--- config.mk ---
export PLATFORM = sky130hd
export DESIGN_NAME = ac_button_conditioner
export DESIGN_NICKNAME = d
export VERILOG_FILES = /design/src/rtl/ac_button_conditioner_pkg.sv /design/src/rtl/ac_button_conditioner_btn_channel.sv /design/src/rtl/ac_button_conditioner.sv
export SDC_FILE = /design/constraint.sdc
export NUM_CORES = 1
export LEC_CHECK = 0
export CORE_MARGIN = 2
export CORE_UTILIZATION = 60
export CTS_CLUSTER_SIZE = 25
export DETAILED_ROUTE_END_ITERATION = 10
export GPL_TIMING_DRIVEN = 0
export PLACE_DENSITY = 0.83
export REMOVE_ABC_BUFFERS = 1
export SYNTH_ARGS = -nofsm -noshare
export SYNTH_HDL_FRONTEND = slang
export SYNTH_SLANG_ARGS = --single-unit
--- constraint.sdc ---
create_clock -name clk_2 -period 5.5 [get_ports clk_2]
set_clock_uncertainty 0.1 [all_clocks]
set_input_delay 1.1 -clock clk_2 [delete_from_list [all_inputs] [get_ports clk_2]]
set_output_delay 1.1 -clock clk_2 [all_outputs]
set_load 0.005 [all_outputs]
--- src/rtl/ac_button_conditioner_pkg.sv ---
// Shared types and default timing constants for the
// air-conditioner setpoint front end.
package ac_pkg;

   typedef enum logic [1:0] {
      IDLE    = 2'd0,
      WAIT    = 2'd1,
      REPEAT  = 2'd2,
      LOCKOUT = 2'd3
   } chan_state_t;

   localparam int DEBOUNCE_CYCLES = 4;
   localparam int REPEAT_DELAY    = 8;
   localparam int REPEAT_PERIOD   = 4;
   localparam int CNT_W           = 4;

endpackage

--- src/rtl/ac_button_conditioner_btn_channel.sv ---
// One button channel: synchroniser, debounce and
// press / auto-repeat FSM with a lockout state.
module btn_channel
   import ac_pkg::*;
#(
   parameter int DEB_CYC = DEBOUNCE_CYCLES,
   parameter int RPT_DLY = REPEAT_DELAY,
   parameter int RPT_PER = REPEAT_PERIOD,
   parameter int CW      = CNT_W
) (
   input  logic clk_2,
   input  logic reset_n,
   input  logic raw,
   input  logic lock_req,
   output logic held,
   output logic pulse,
   output logic locked
);

   logic          r_sync1;
   logic          r_sync2;
   logic          r_held;
   logic          r_pulse;
   logic [CW-1:0] r_db_cnt;
   logic [CW-1:0] r_cnt;
   chan_state_t   r_state;

   chan_state_t   w_state_nxt;
   logic [CW-1:0] w_cnt_nxt;
   logic [CW-1:0] w_cnt_inc;
   logic          w_pulse_nxt;
   logic          w_dly_done;
   logic          w_per_done;

   assign w_cnt_inc  = (r_cnt == '1) ? r_cnt : r_cnt + 1'b1;
   assign w_dly_done = (r_cnt == CW'(RPT_DLY - 1));
   assign w_per_done = (r_cnt == CW'(RPT_PER - 1));

   // Two-flop synchroniser for the asynchronous raw input
   always_ff @(posedge clk_2 or negedge reset_n) begin
      if (!reset_n) begin
         r_sync1 <= 1'b0;
         r_sync2 <= 1'b0;
      end else begin
         r_sync1 <= raw;
         r_sync2 <= r_sync1;
      end
   end

   // Debounce: flip the level after a full run of disagreeing samples
   always_ff @(posedge clk_2 or negedge reset_n) begin
      if (!reset_n) begin
         r_held   <= 1'b0;
         r_db_cnt <= '0;
      end else if (r_sync2 == r_held) begin
         r_db_cnt <= '0;
      end else if (r_db_cnt == CW'(DEB_CYC - 1)) begin
         r_held   <= ~r_held;
         r_db_cnt <= '0;
      end else begin
         r_db_cnt <= r_db_cnt + 1'b1;
      end
   end

   // FSM state, repeat counter and registered pulse
   always_ff @(posedge clk_2 or negedge reset_n) begin
      if (!reset_n) begin
         r_state <= IDLE;
         r_cnt   <= '0;
         r_pulse <= 1'b0;
      end else begin
         r_state <= w_state_nxt;
         r_cnt   <= w_cnt_nxt;
         r_pulse <= w_pulse_nxt;
      end
   end

   // Next state; a lock request overrides every state
   always_comb begin
      w_state_nxt = r_state;
      w_cnt_nxt   = r_cnt;
      if (lock_req) begin
         w_state_nxt = LOCKOUT;
         w_cnt_nxt   = '0;
      end else begin
         unique case (r_state)
            IDLE: begin
               if (r_held) begin
                  w_state_nxt = WAIT;
                  w_cnt_nxt   = '0;
               end
            end
            WAIT: begin
               if (!r_held) begin
                  w_state_nxt = IDLE;
                  w_cnt_nxt   = '0;
               end else if (w_dly_done) begin
                  w_state_nxt = REPEAT;
                  w_cnt_nxt   = '0;
               end else begin
                  w_cnt_nxt = w_cnt_inc;
               end
            end
            REPEAT: begin
               if (!r_held) begin
                  w_state_nxt = IDLE;
                  w_cnt_nxt   = '0;
               end else if (w_per_done) begin
                  w_cnt_nxt = '0;
               end else begin
                  w_cnt_nxt = w_cnt_inc;
               end
            end
            LOCKOUT: begin
               if (!r_held) begin
                  w_state_nxt = IDLE;
                  w_cnt_nxt   = '0;
               end
            end
            default: begin
               w_state_nxt = IDLE;
               w_cnt_nxt   = '0;
            end
         endcase
      end
   end

   // Pulse decision for the coming cycle
   always_comb begin
      w_pulse_nxt = 1'b0;
      if (!lock_req) begin
         unique case (r_state)
            IDLE:    w_pulse_nxt = r_held;
            WAIT:    w_pulse_nxt = r_held & w_dly_done;
            REPEAT:  w_pulse_nxt = r_held & w_per_done;
            default: w_pulse_nxt = 1'b0;
         endcase
      end
   end

   assign held   = r_held;
   assign pulse  = r_pulse;
   assign locked = (r_state == LOCKOUT);

endmodule

--- src/rtl/ac_button_conditioner.sv ---
// UP/DOWN button conditioner: two debounced channels
// with auto-repeat and a both-pressed lockout.
module ac_button_conditioner
   import ac_pkg::*;
#(
   parameter int DEB_CYC = DEBOUNCE_CYCLES,
   parameter int RPT_DLY = REPEAT_DELAY,
   parameter int RPT_PER = REPEAT_PERIOD,
   parameter int CW      = CNT_W
) (
   input  logic clk_2,
   input  logic reset_n,
   input  logic btn_up_raw,
   input  logic btn_down_raw,
   output logic up_pulse,
   output logic down_pulse,
   output logic up_held,
   output logic down_held,
   output logic conflict
);

   logic w_lock_req;
   logic w_up_held;
   logic w_dn_held;
   logic w_up_pulse;
   logic w_dn_pulse;
   logic w_up_locked;
   logic w_dn_locked;

   assign w_lock_req = w_up_held & w_dn_held;

   btn_channel #(
      .DEB_CYC (DEB_CYC),
      .RPT_DLY (RPT_DLY),
      .RPT_PER (RPT_PER),
      .CW      (CW)
   ) u_up (
      .clk_2    (clk_2),
      .reset_n  (reset_n),
      .raw      (btn_up_raw),
      .lock_req (w_lock_req),
      .held     (w_up_held),
      .pulse    (w_up_pulse),
      .locked   (w_up_locked)
   );

   btn_channel #(
      .DEB_CYC (DEB_CYC),
      .RPT_DLY (RPT_DLY),
      .RPT_PER (RPT_PER),
      .CW      (CW)
   ) u_dn (
      .clk_2    (clk_2),
      .reset_n  (reset_n),
      .raw      (btn_down_raw),
      .lock_req (w_lock_req),
      .held     (w_dn_held),
      .pulse    (w_dn_pulse),
      .locked   (w_dn_locked)
   );

   // Kill pulses in the very cycle both levels are high
   always_comb begin
      up_pulse   = w_up_pulse & ~w_lock_req;
      down_pulse = w_dn_pulse & ~w_lock_req;
      up_held    = w_up_held;
      down_held  = w_dn_held;
      conflict   = w_up_locked | w_dn_locked;
   end

endmodule

After elaboration in Yosys (flattened, before gate mapping)
Cells that the tools add are included.
Storage, ports and cells
  flip-flop bits (word level): 28
  bits of input ports: 4
  output and inout bits: 5
  word-level logic and storage cells: 103
Operators by class
  add/subtract/negate cells: 4
  eq/ne operators: 24
  mux-type cells: 38
  bitwise operators: 13
  reductions and logical operators: 10
Operators by type and width (count)
  $mux W4: 20
  $pmux W4 S4: 2
  $mux W2: 10
  $add A4 B1 Y4 const B: 4
  $eq A4 B2 Y1 const B: 4
  $ne A3 B2 Y1 const B: 4
  $pmux W2 S3: 2
  $eq A2 B2 Y1 const B: 4
  $eq A4 B3 Y1 const B: 2
  $eq A4 B4 Y1 const B: 2
  $ne A4 B3 Y1 const B: 2
  $reduce_and A2 Y1: 4
  $and A1 B1 Y1: 7
  $ne A3 B1 Y1 const B: 2
  $pmux W1 S3: 2
  $reduce_and A3 Y1: 2
  $not A1 Y1: 5
  $eq A2 B1 Y1 const B: 2
  $logic_not A2 Y1: 2
  $reduce_or A2 Y1: 2
  $eq A1 B1 Y1: 2
  $mux W1: 2
  $or A1 B1 Y1: 1

Longest topological paths before layout
  depth after elaboration: 6
  mapped depth: 6
  mapped depth without buffers: 6

Cells and area by module
From an unflattened synthesis, not the netlist that was laid out.
Unflattened totals
  cell total of the unflattened synthesis: 154
  area total of the unflattened synthesis: 1631.6 µm²
Modules (own cells, without submodules)
  btn_channel: instances 2, cells an instance 75, area each 802.0 µm², sequential area each 350.3 µm²
  ac_button_conditioner: instances 1, cells an instance 4, area each 27.5 µm², sequential area each 0.0 µm²

Least setup slack after synthesis
No wires, ideal clock.
  kind: register to output
  from: register u_dn.r_state[0]
  to: output conflict
  arrival time: 0.917 ns
  required time: 4.300 ns
  path slack: 3.383 ns
  cell stages (with the launch flop): 3
  buffers on the path: 0
  cell sequence: dfrtp_1 > ha_1 > or2_2
Between the ends
  cells in the longest elaborated chain, start to end: 2
Ends and longest elaborated chain
  from (decl): line ac_button_conditioner_btn_channel.sv:26  | chan_state_t r_state;
  from (signal assigned): line ac_button_conditioner_btn_channel.sv:72  | r_state <= w_state_nxt;
  $eq A2 B2 Y1: line ac_button_conditioner_btn_channel.sv:143  | assign locked = (r_state == LOCKOUT);
  $or A1 B1 Y1: line ac_button_conditioner.sv:68  | conflict = w_up_locked | w_dn_locked;
  to (decl): line ac_button_conditioner.sv:19  | output logic conflict
Every way passes these cells.

Worst setup path in the final report
  from: register u_dn.r_state[1]
  to: output conflict
The elaborated chain is that of the path after synthesis.

==> results.yml <==
power_and_ir_drop:
  p_sw_share_pct: 39.1
  switching_power_mw: 0.323
  leakagePower_nw: 0.795
  p_per_area_nw_per_um2: 476
  p_int_mw: 0.504
  p_comb_share_pct: 46.0
  seqPwrFrac_pct: 37.7
  vdd_ir_drop_max_uv: 309
  clkPwrFrac_pct: 16.3
  total_power_mw: 0.827
timing:
  relSlewSlack_pct: 60.3
  min_period_over_period_pct: 54.5
  tns_ps: 0
  whs_ps: 280
  tightest_slew_ps: 595
  finalCriticalPeriod_ps: 3000
  fmax_mhz: 334
  finalSetupViolCount: 0
  finalHoldViolCount: 0
  slew_viol_final: 0
  rsz0062_at_grt: "no"
global_routing:
  grt_max_degree: 29
  grt-ovfl-total: 0
  grtUsageTotal_pct: 20.9
  antenna_found_initial: 0
  grt_pass1_wl_um: 5240
  use_met1_pct: 25.8
  grt_pass1_vias: 1218
  use_met3_pct: 2.58
  busiest_layer: "met2"
  grtUsageMet2_pct: 38.8
critical_path:
  cp_max_fo: 5
  crit_arrival_ps: 1800
  cp.required_ps: 4300
  cp-end-kind: "output port"
  worstSetupPathType: "reg2out"
  worst_setup_path_start_kind: "flip-flop"
cts:
  cts_root_buf: "clkbuf_4"
  hold_buffers: 0
  path_clk_slew_ps: 160
  post-cts-setup-buffer-count: 0
  clock_latency_ps: 330
  cts-htree-levels: 1
  cts_buffer_depth: 2
  ctsResizeCount: 0
  cts_buffers: 3
  cts.sinks: 28
  cts_tree: "done"
synth:
  synth_area_leaders: "dfrtp_1 44%, ha_1 11%, a21oi_1 4.1%"
  synth_ff_type: "dfrtp_1"
  yosys.area_share.xor_xnor_pct: 3.30
  ys_warn_count: 0
  ys_seq_area_share_pct: 44.0
  synth_top_area_cell: "dfrtp_1"
  synthCells: 152
  ys_ff_latch: 28
  synthMuxAreaShare_pct: 3.30
  synthAdderAreaFrac_pct: 11.0
  synth_top_family_by_area: "simple AND/OR/NAND/NOR gates"
  async_reset_ff_share_pct: 100
  yosys.area_share.simple_pct: 18.9
  synth_compound_area_share_pct: 16.7
  syn_area_um2: 1590
  avgSynthCellArea_um2: 10.5
  synth-edff-count: 0
  synth_cell_types: 43
  synth_top_cell_area_share_pct: 44.0
floorplanning:
  io_pins: 9
  die_h_um: 55.5
  initial_utilization_pct: 63.7
  fp.coreArea_um2: 2500
  dieArea_um2: 3080
  dieWidth_um: 55.5
  std_cell_rows: 18
placement:
  gp_congestion: 0.808
  dp.final_hpwl_um: 2160
  io_buffers: 8
route:
  wirelength_um: 2870
  firstDrtPassIters: 4
  drc_errors: 0
  wire_per_inst_um: 15.0
  via_per_inst: 6.01
  drtIter0Drc: 27
  antenna_left: 0
  vias: 1147
layout:
  nets: 180
  syn_to_final_growth_pct: 9.19
  final_cell_mix: "28 x dfrtp_1, 14 x ha_1, 13 x a21oi_1"
  final_common_cell: "dfrtp_1"
  n_antenna_cell: 0
  drive_above_1_share_pct: 8.70
run_status:
  status: "finished, final reports clean"
run:
  drv_cap: 0
min_path:
  holdCritPathClass: "reg2reg"
-- critical path, cell delays in order, from the launching register on --
cell	delay (ps)
dfrtp_1	460
ha_1	260
or2_2	310
clkdlybuf4s50_1	450
-- cells in the mapped netlist (2+ instances only) --
cell / n
clkbuf_1: 2
inv_1: 7
a21boi_0: 2
nand3b_1: 5
a22o_1: 2
xnor2_1: 2
dfrtp_1: 28
o21ai_0: 4
a21oi_1: 13
ha_1: 14
a211oi_1: 3
xor2_1: 4
a31oi_1: 3
nor3_1: 4
nor2_1: 7
nor3b_1: 2
a21o_1: 2
mux2i_1: 3
nand2_1: 5
nand2b_1: 5
nor2b_1: 7
mux2_2: 2
and3_1: 2
nand3_1: 5
-- power groups by stage --
stage	Sequential, mW	Clock, mW	Combinational, mW
floorplan	0.300	0	0.281
global placement	0.309	0	0.357
detailed placement	0.315	0	0.377
CTS	0.311	0.137	0.382
global route	0.321	0.144	0.432
finish	0.312	0.135	0.380
-- routing by layer --
layer / vias to the layer above / share of wire [%] / wire length [µm]
met4: 0 / 0.35 / 10
met1: 569 / 44 / 1260
met5: - / 0 / 0
met3: 2 / 1.9 / 54
li1: 564 / - / -
met2: 12 / 54 / 1540
-- layout make-up --
type	instances	area [µm²]
clock inverters	1	30.0
fillers	205	761
clock buffers	3	22.5
repair buffers	8	75.1
well taps	30	37.5
inverters	7	26.3
flip-flops and latches	28	701
multi-input cells	114	847
-- registers in the layout, indices dropped and copies added, names as in the netlist --
name / cells
u_dn.r_cnt: 4
u_dn.r_db_cnt: 4
u_up.pulse: 1
u_dn.held: 1
u_dn.pulse: 1
u_up.r_cnt: 4
u_up.r_db_cnt: 4
u_up.r_sync1: 1
u_up.r_sync2: 1
u_up.held: 1
u_dn.r_sync2: 1
u_up.r_state: 2
u_dn.r_sync1: 1
u_dn.r_state: 2
-- path summary, 6_finish.rpt --
kind                                                   from                        end  slack (ps)  depth (start not counted)
worst max register to register  u_dn.r_state[1]$_DFFE_PN0P_  u_dn.r_cnt[3]$_DFFE_PN0P_        3500                          6
min in group asynchronous                           reset_n  u_dn.r_cnt[3]$_DFFE_PN0P_         650                          1
worst max-delay path            u_dn.r_state[1]$_DFFE_PN0P_                   conflict        2500                          3
worst min-delay path                 u_up.r_sync1$_DFF_PN0_     u_up.r_sync2$_DFF_PN0_         280                          0
max in group asynchronous                           reset_n      u_up.held$_DFFE_PN0P_        4260                          1
worst min register to register       u_up.r_sync1$_DFF_PN0_     u_up.r_sync2$_DFF_PN0_         280                          0
-- metrics by stage --
| step | cells | utilization (%) | cell area [µm²] | worst slack [ps] |
|---|---|---|---|---|
| floorplan | 149 | - | 1570 | 3380 |
| global placement | 187 | 67.7 | 1690 | 2840 |
| detailed placement | 187 | 67.7 | 1690 | 2830 |
| CTS | 191 | 69.8 | 1740 | 2490 |
| global route | 191 | 69.6 | 1740 | 2430 |
| finish | 191 | 69.6 | 1740 | 2500 |
-- kinds of logic after synthesis --
family,after synthesis
buf+inv,10
compound gates,39
mux,5
xor+xnor,6
simple gates,50
fa+ha+maj,14
flops,28
(Power assumes the default switching activity.)
